File: src/rtl/demux_sched_pkg.sv
// demux_sched_pkg: shared constants and rotating-priority lane search for demux_sched
package demux_sched_pkg;

   localparam int LANES = 4;
   localparam int SEL_W = 2;

   // First free lane starting at ptr and wrapping; falls back to ptr when none is free.
   // Scans from the farthest offset down so the nearest free lane wins.
   function automatic logic [SEL_W-1:0] next_free(input logic [SEL_W-1:0] ptr, input logic [LANES-1:0] free);
      logic [SEL_W-1:0] idx;
      next_free = ptr;
      for (int i = LANES - 1; i >= 0; i--) begin
         idx = ptr + SEL_W'(i);
         if (free[idx]) next_free = idx;
      end
   endfunction

endpackage

File: src/rtl/demux_sched_lane.sv
// demux_sched_lane: one output lane holding register with valid flag, load/drain and async reset
module demux_sched_lane #(
   parameter int WIDTH = 8
) (
   input  logic             clk,
   input  logic             rst,
   input  logic             load,
   input  logic             ready,
   input  logic [WIDTH-1:0] din,
   output logic             vld,
   output logic [WIDTH-1:0] dout
);

   logic             vld_d, vld_q;
   logic [WIDTH-1:0] data_d, data_q;

   // a load wins over a same-cycle drain; a plain drain keeps the last data
   always_comb begin
      vld_d  = load | (vld_q & ~ready);
      data_d = load ? din : data_q;
   end

   // lane state register, cleared asynchronously
   always_ff @(posedge clk or posedge rst) begin
      if (rst) begin
         vld_q  <= 1'b0;
         data_q <= '0;
      end else begin
         vld_q  <= vld_d;
         data_q <= data_d;
      end
   end

   assign vld  = vld_q;
   assign dout = data_q;

endmodule

File: src/rtl/demux_sched.sv
// demux_sched: round-robin 1-to-4 stream distributor; define DEMUX_SCHED_SKIP_BUSY_EN to skip stalled lanes
module demux_sched
   import demux_sched_pkg::*;
#(
   parameter int WIDTH = 8
) (
   input  logic                   clk,
   input  logic                   rst,
   input  logic [WIDTH-1:0]       in_data,
   input  logic                   in_valid,
   output logic                   in_ready,
   output logic [SEL_W-1:0]       sel,
   output logic [LANES*WIDTH-1:0] out_data,
   output logic [LANES-1:0]       out_valid,
   input  logic [LANES-1:0]       out_ready
);

   logic [SEL_W-1:0] ptr_d, ptr_q, target;
   logic [LANES-1:0] vld, free, load;
   logic             accept;

   // target lane selection, input handshake and pointer advance
   always_comb begin
      free = ~vld | out_ready;
`ifdef DEMUX_SCHED_SKIP_BUSY_EN
      target   = next_free(ptr_q, free);
      in_ready = |free;
`else
      target   = ptr_q;
      in_ready = free[ptr_q];
`endif
      accept = in_valid && in_ready;
      ptr_d  = accept ? target + SEL_W'(1) : ptr_q;
      for (int i = 0; i < LANES; i++) load[i] = accept && (target == SEL_W'(i));
   end

   // round-robin pointer, moves only on accept
   always_ff @(posedge clk or posedge rst) begin
      if (rst) ptr_q <= '0;
      else     ptr_q <= ptr_d;
   end

   assign sel       = ptr_q;
   assign out_valid = vld;

   for (genvar k = 0; k < LANES; k++) begin : g_lane
      demux_sched_lane #(.WIDTH(WIDTH)) u_lane (
         .clk  (clk),
         .rst  (rst),
         .load (load[k]),
         .ready(out_ready[k]),
         .din  (in_data),
         .vld  (vld[k]),
         .dout (out_data[k*WIDTH +: WIDTH])
      );
   end

endmodule
File: config.mk
export PLATFORM = sky130hd
export DESIGN_NAME = demux_sched
export DESIGN_NICKNAME = d
export VERILOG_FILES = /design/src/rtl/demux_sched_pkg.sv /design/src/rtl/demux_sched_lane.sv /design/src/rtl/demux_sched.sv
export SDC_FILE = /design/constraint.sdc
export NUM_CORES = 1
export LEC_CHECK = 0
export BUFFER_PORTS_ARGS = -buffer_cell sky130_fd_sc_hd__buf_2
export CAP_MARGIN = 10
export CORE_ASPECT_RATIO = 1.2
export CORE_MARGIN = 5
export CORE_UTILIZATION = 25
export DETAILED_ROUTE_END_ITERATION = 10
export SYNTH_ARGS = -nofsm -noshare
export SYNTH_HDL_FRONTEND = slang
export SYNTH_SLANG_ARGS = --single-unit
File: constraint.sdc
create_clock -name clk -period 2.05 [get_ports clk]
set_clock_uncertainty 0.2 [all_clocks]
set_input_delay 0.1025 -clock clk [delete_from_list [all_inputs] [get_ports clk]]
set_output_delay 0.1025 -clock clk [all_outputs]
set_load 0.005 [all_outputs]
==> Word level (Yosys, flattened, before mapping) <==
Cells that the tools add are included.
{ "classes": {"bitwise_logic": 14, "n_eq_ne": 3, "reduce_logical": 6, "magnitude_cmp": 1, "add_sub_neg": 1, "muxes": 2} }
{ "ops": {"columns": ["operator", "count"], "rows": [
  ["1-bit logical AND", 5],
  ["1-bit bitwise AND", 4],
  ["2-bit equality test (second input constant)", 2],
  ["1-bit NOT", 4],
  ["4-bit NOT", 1],
  ["1-bit OR", 4],
  ["4-bit OR", 1],
  ["2-bit by 3-bit < comparator with 1-bit output (second input constant)", 1],
  ["2-bit by 1-bit adder with 2-bit output (second input constant)", 1],
  ["1-bit binary-select mux with 2-bit select", 1],
  ["2-bit by 1-bit equality test with 1-bit output (second input constant)", 1],
  ["2-bit logical NOT", 1],
  ["1-bit 2-to-1 mux", 1]
]} }
{ "word_totals": {"ff_bits": 38, "inputBits": 15, "word_cells": 36} }

==> Depth between registers and ports, before layout <==
{ "logic_depth": {"word_depth": 7, "ltp_mapped": 6, "mapped_depth_nobuf": 4} }

==> Cells and area by module <==
From an unflattened synthesis, not the netlist that was laid out.
{ "hier_totals": {"hier_cells": 117, "area_unflattened_um2": 1784.2} }
{ "modules_own_cells": {"columns": ["module", "seq_area_each_um2", "area_per_inst_um2", "n_inst", "cells_each"], "rows": [
  ["demux_sched_lane", 225.2, 372.9, 4, 21],
  ["demux_sched", 50.0, 292.8, 1, 33]
]} }

==> Worst setup path before layout <==
Ideal clock, no wire load.
{ "synth_path": {"path_type": "register to register", "startpoint": "register ptr_q[1] (netlist: sel[1])", "endpoint": "register g_lane[1].u_lane.data_q[0]", "slack_ns": -0.008, "stages_incl_launch_ff": 7, "path_buffers": 2, "setup_ns": 0.125, "arrival_time_ns": 1.733, "path_cell_list": "dfrtp_1 inv_2 mux4_2 buf_6 and3_4 buf_6 mux2_4"} }
{ "synth_via": {"elab_chain_len": 4} }
{ "synth_rtl": {"columns": ["element", "line", "text"], "rows": [
  ["from (decl)", "demux_sched.sv:18", "logic [SEL_W-1:0] ptr_d, ptr_q, target;"],
  ["from (signal assigned)", "demux_sched.sv:40", "else ptr_q <= ptr_d;"],
  ["1-bit binary-select mux with 2-bit select", "demux_sched.sv:30", "in_ready = free[ptr_q];"],
  ["1-bit 2-to-1 mux (not written as such)", "demux_sched.sv:30", null],
  ["via in_ready", "demux_sched.sv:11", "output logic in_ready,"],
  ["1-bit logical AND", "demux_sched.sv:32", "accept = in_valid && in_ready;"],
  ["1-bit logical AND", "demux_sched.sv:34", "for (int i = 0; i < LANES; i++) load[i] = accept && (target == SEL_W'(i));"],
  ["to (signal assigned)", "demux_sched_lane.sv:30", "data_q <= data_d;"],
  ["to (decl)", "demux_sched_lane.sv:15", "logic [WIDTH-1:0] data_d, data_q;"]
]} }
The timed path passes the listed nets, and every way through them passes these cells. The select of a mux whose other input is x is not followed.
A chain may end at the register's enable or synchronous reset.

==> Worst setup path in the final report <==
{ "layout_path": {"startpoint": "register ptr_q[1] (netlist: sel[1])", "endpoint": "register g_lane[0].u_lane.data_q[1]"} }
{ "layout_via": {"elab_chain_len": 4} }
{ "layout_rtl": {"columns": ["element", "line"], "rows": [
  ["1-bit binary-select mux with 2-bit select", "demux_sched.sv:30"],
  ["1-bit 2-to-1 mux (not written as such)", "demux_sched.sv:30"],
  ["1-bit logical AND", "demux_sched.sv:32"],
  ["1-bit logical AND *", "demux_sched.sv:34"],
  ["to (signal assigned)", "demux_sched_lane.sv:30"],
  ["to (decl)", "demux_sched_lane.sv:15"]
]} }
Mark *: on every way between the ends. The rest lies on a longest branch, timed or not. The select of a mux whose other input is x is not followed.

==> parameters.txt <==
Parameter                              Value

Status
  Status    finished clean

Clock tree
  TritonCTS buffer count    5
  Buffers from clock root to sink, at most    2
  Clock Latency Late Sink    0.29 ns
  Clock transition at the registers of the reported paths    0.08 ns
  Clock tree from TritonCTS    done
  Root buffer selected by CTS    clkbuf_8
  Number of clock sinks seen by CTS    38
  H-tree level count    2
  Post-CTS Setup Bufs    0

Place
  Gpl congestion    0.741
  Number of buffers added on ports    53
  Final HPWL from detailed placement    2670 um
  Worst slack, placed    0.0501 ns
  Dpl cells    238

GRT
  GRT Total Usage    8.89%
  GRT overflow    0
  Number of antenna violations at the first check in global routing    0
  Global-route wire length before repair    5860 um
  Maximum number of pins on one net before global-route repair    39
  Vias in the first global route    1124

Synthesis
  Net count after synthesis    125
  Register bit count reported by yosys    38
  Fraction of the yosys area taken by sequential cells    56.5%
  Avg Synthesized Cell Area    15.9 um2
  Ys Warns    0
  Syn Std Cell Area    0.00168 mm2
  Area contributors post-synth    dfrtp_1 56%, mux2_4 18%, mux2_2 7.4%
  Cell variety after synth    18
  Post-Syn Instances    106
  Share of the synthesized area in the top cell type    56.5%
  Area leader, netlist    dfrtp_1

Hold path
  Worst hold path class    in -> async

Setup path
  Required time reported for the critical path endpoint    2.02 ns
  Crit path kind    reg -> reg
  Critical Path AT    1.98 ns
  CP Launch Type    flip-flop
  Critical path fanouts, max    7
  Critical Path Sink Type    flip-flop

Timing
  Post-layout minimum cycle time    2.01 ns
  Portion of the clock cycle consumed by the worst path in the final layout    98.1%
  Slew Limit Headroom    67.1%
  Count of final max-slew check failures    0
  Setup repair after global routing missed its margin    yes
  Max Fclk    497 MHz
  Slew @ Worst Pin    0.494 ns
  Post-route worst setup slack    0.0393 ns
  Final number of hold-violating endpoints    0
  Setup violations, final    0

Finish
  Final-layout fill cell count    658
  Number of cells in the finished layout apart from fillers    260
  Nets    193
  Antenna cells    0
  Share of the core filled with cells    34.7%
  Share of layout cells above drive strength 1    58.9%
  Relative area change from synthesis to final layout    33.7%

Power
  Maximum vdd ir drop    0.465 mV
  Ratio of total power to cell area    1520 mW/mm2
  Leakage power total    1.11 nW

Routing
  Average wire per cell in the routed design    14.2 um
  Number of remaining DRC errors    0
  Number of nets with antenna violations after routing    0
  Routed Wire Length    3700 um
  Drt via density    4.05
  Initial DRT Pass Iterations    3
  Vias    1054
  Drt first-iter violations    19

Floorplan
  Vertical die dimension    99.9 um
  Starting Density    26.0%
  Die width    84.9 um
  Die ar.    0.00848 mm2
  Area of the placeable core    0.00649 mm2
  I/O pin total    54
  Total number of placement rows    32

Flow run
  Number of maximum-capacitance violations    0
==> stage by stage <==
step,power [mW],setup TNS (ns),hold slack (ns),instance area [um2]
after floorplan,2.28,-0.137,0.0372,1680
after global placement,2.77,0,0.0436,2000
after detailed placement,2.79,0,0.0481,2000
after CTS,3.48,0,0.286,2240
after global routing,3.65,-0.00996,0.313,2250
final,3.42,0,0.282,2250
==> Yosys cell counts, drive strengths merged <==
cell type and n:
nand2 5, mux2 33, nand2b 4, nand3 4, dfrtp 38, buf 9
inv 3, mux4 1, xnor2 1, ha 4, and3 4
==> placed cells by master (no fill, tap or decap), drive strengths merged <==
cell,count
and3,4
buf,56
bufinv,1
clkbuf,5
clkinv,2
dfrtp,38
dlygate4sd3,14
ha,4
inv,3
mux2,33
mux4,1
nand2,5
nand2b,4
nand3,4
xnor2,1
==> kinds of logic (layout without fill, tap and decap cells) <==
group,count (synthesis),count (layout),synth area share (%)
XOR/XNOR,1,1,0.520
adder cells (fa/ha/maj),4,4,2.97
buffers and inverters,12,81,5.57
flip-flops,38,38,56.5
multiplexers,34,34,27.9
AND/OR/NAND/NOR,17,17,6.61
==> final timing paths <==
| check | cells past startpoint | start | to | slack, ns |
|---|---|---|---|---|
| hold / removal | 4 | rst | g_lane[0].u_lane.dout[6]$_DFFE_PP0P_ | 0.28 |
| setup / recovery | 4 | sel[1]$_DFFE_PP0P_ | g_lane[0].u_lane.dout[1]$_DFFE_PP0P_ | 0.04 |
| min in group clk | 1 | g_lane[3].u_lane.dout[7]$_DFFE_PP0P_ | g_lane[3].u_lane.dout[7]$_DFFE_PP0P_ | 0.29 |
| setup reg to reg | 4 | sel[1]$_DFFE_PP0P_ | g_lane[0].u_lane.dout[1]$_DFFE_PP0P_ | 0.04 |
| hold reg to reg | 1 | g_lane[3].u_lane.dout[7]$_DFFE_PP0P_ | g_lane[3].u_lane.dout[7]$_DFFE_PP0P_ | 0.29 |
| max in group asynchronous | 4 | rst | g_lane[2].u_lane.dout[7]$_DFFE_PP0P_ | 1.03 |
==> cell type report <==
cell class	count	area (um2)	share of cell area, %
inverter	3	11.3	0.500
clock inverter	3	40.0	1.78
clock buffer	5	68.8	3.06
multi-input combinational	56	646	28.7
sequential	38	951	42.2
tap	85	106	4.72
timing repair buffer	70	428	19.0
==> critical path: stages (launching register included) <==
cell     delay (ns)
dfrtp_1        0.39
inv_2          0.08
mux4_2         0.58
and3_2         0.32
mux2_4         0.31
==> metal layers <==
| metal | vias to the layer above | routed length [um] | track usage [%] |
|---|---|---|---|
| met5 | - | 0 | 0 |
| met4 | 0 | 57 | 2.92 |
| met3 | 8 | 252 | 3.20 |
| met2 | 38 | 1750 | 14.2 |
| met1 | 511 | 1640 | 11.2 |
| li1 | 497 | - | - |
==> flip-flops by register name, summed over array words and instances, names as in the netlist <==
name                cells
sel                     2
g_lane.u_lane.dout     32
g_lane.u_lane.vld       4
==> timing repair <==
item	CTS	global route
gates resized for setup	0	2
hold buffers	14	0
endpoints found under the setup margin	0	8
hold endpoints to repair	75	0
==> report_power, final <==
group	internal (mW)	switching (mW)	leakage [nW]	total [mW]
Clock	0.358	0.263	0.0579	0.621
Combinational	0.892	0.548	0.594	1.44
Sequential	1.14	0.222	0.455	1.36
Total	2.39	1.03	1.11	3.42
(Power assumes the default switching activity.)
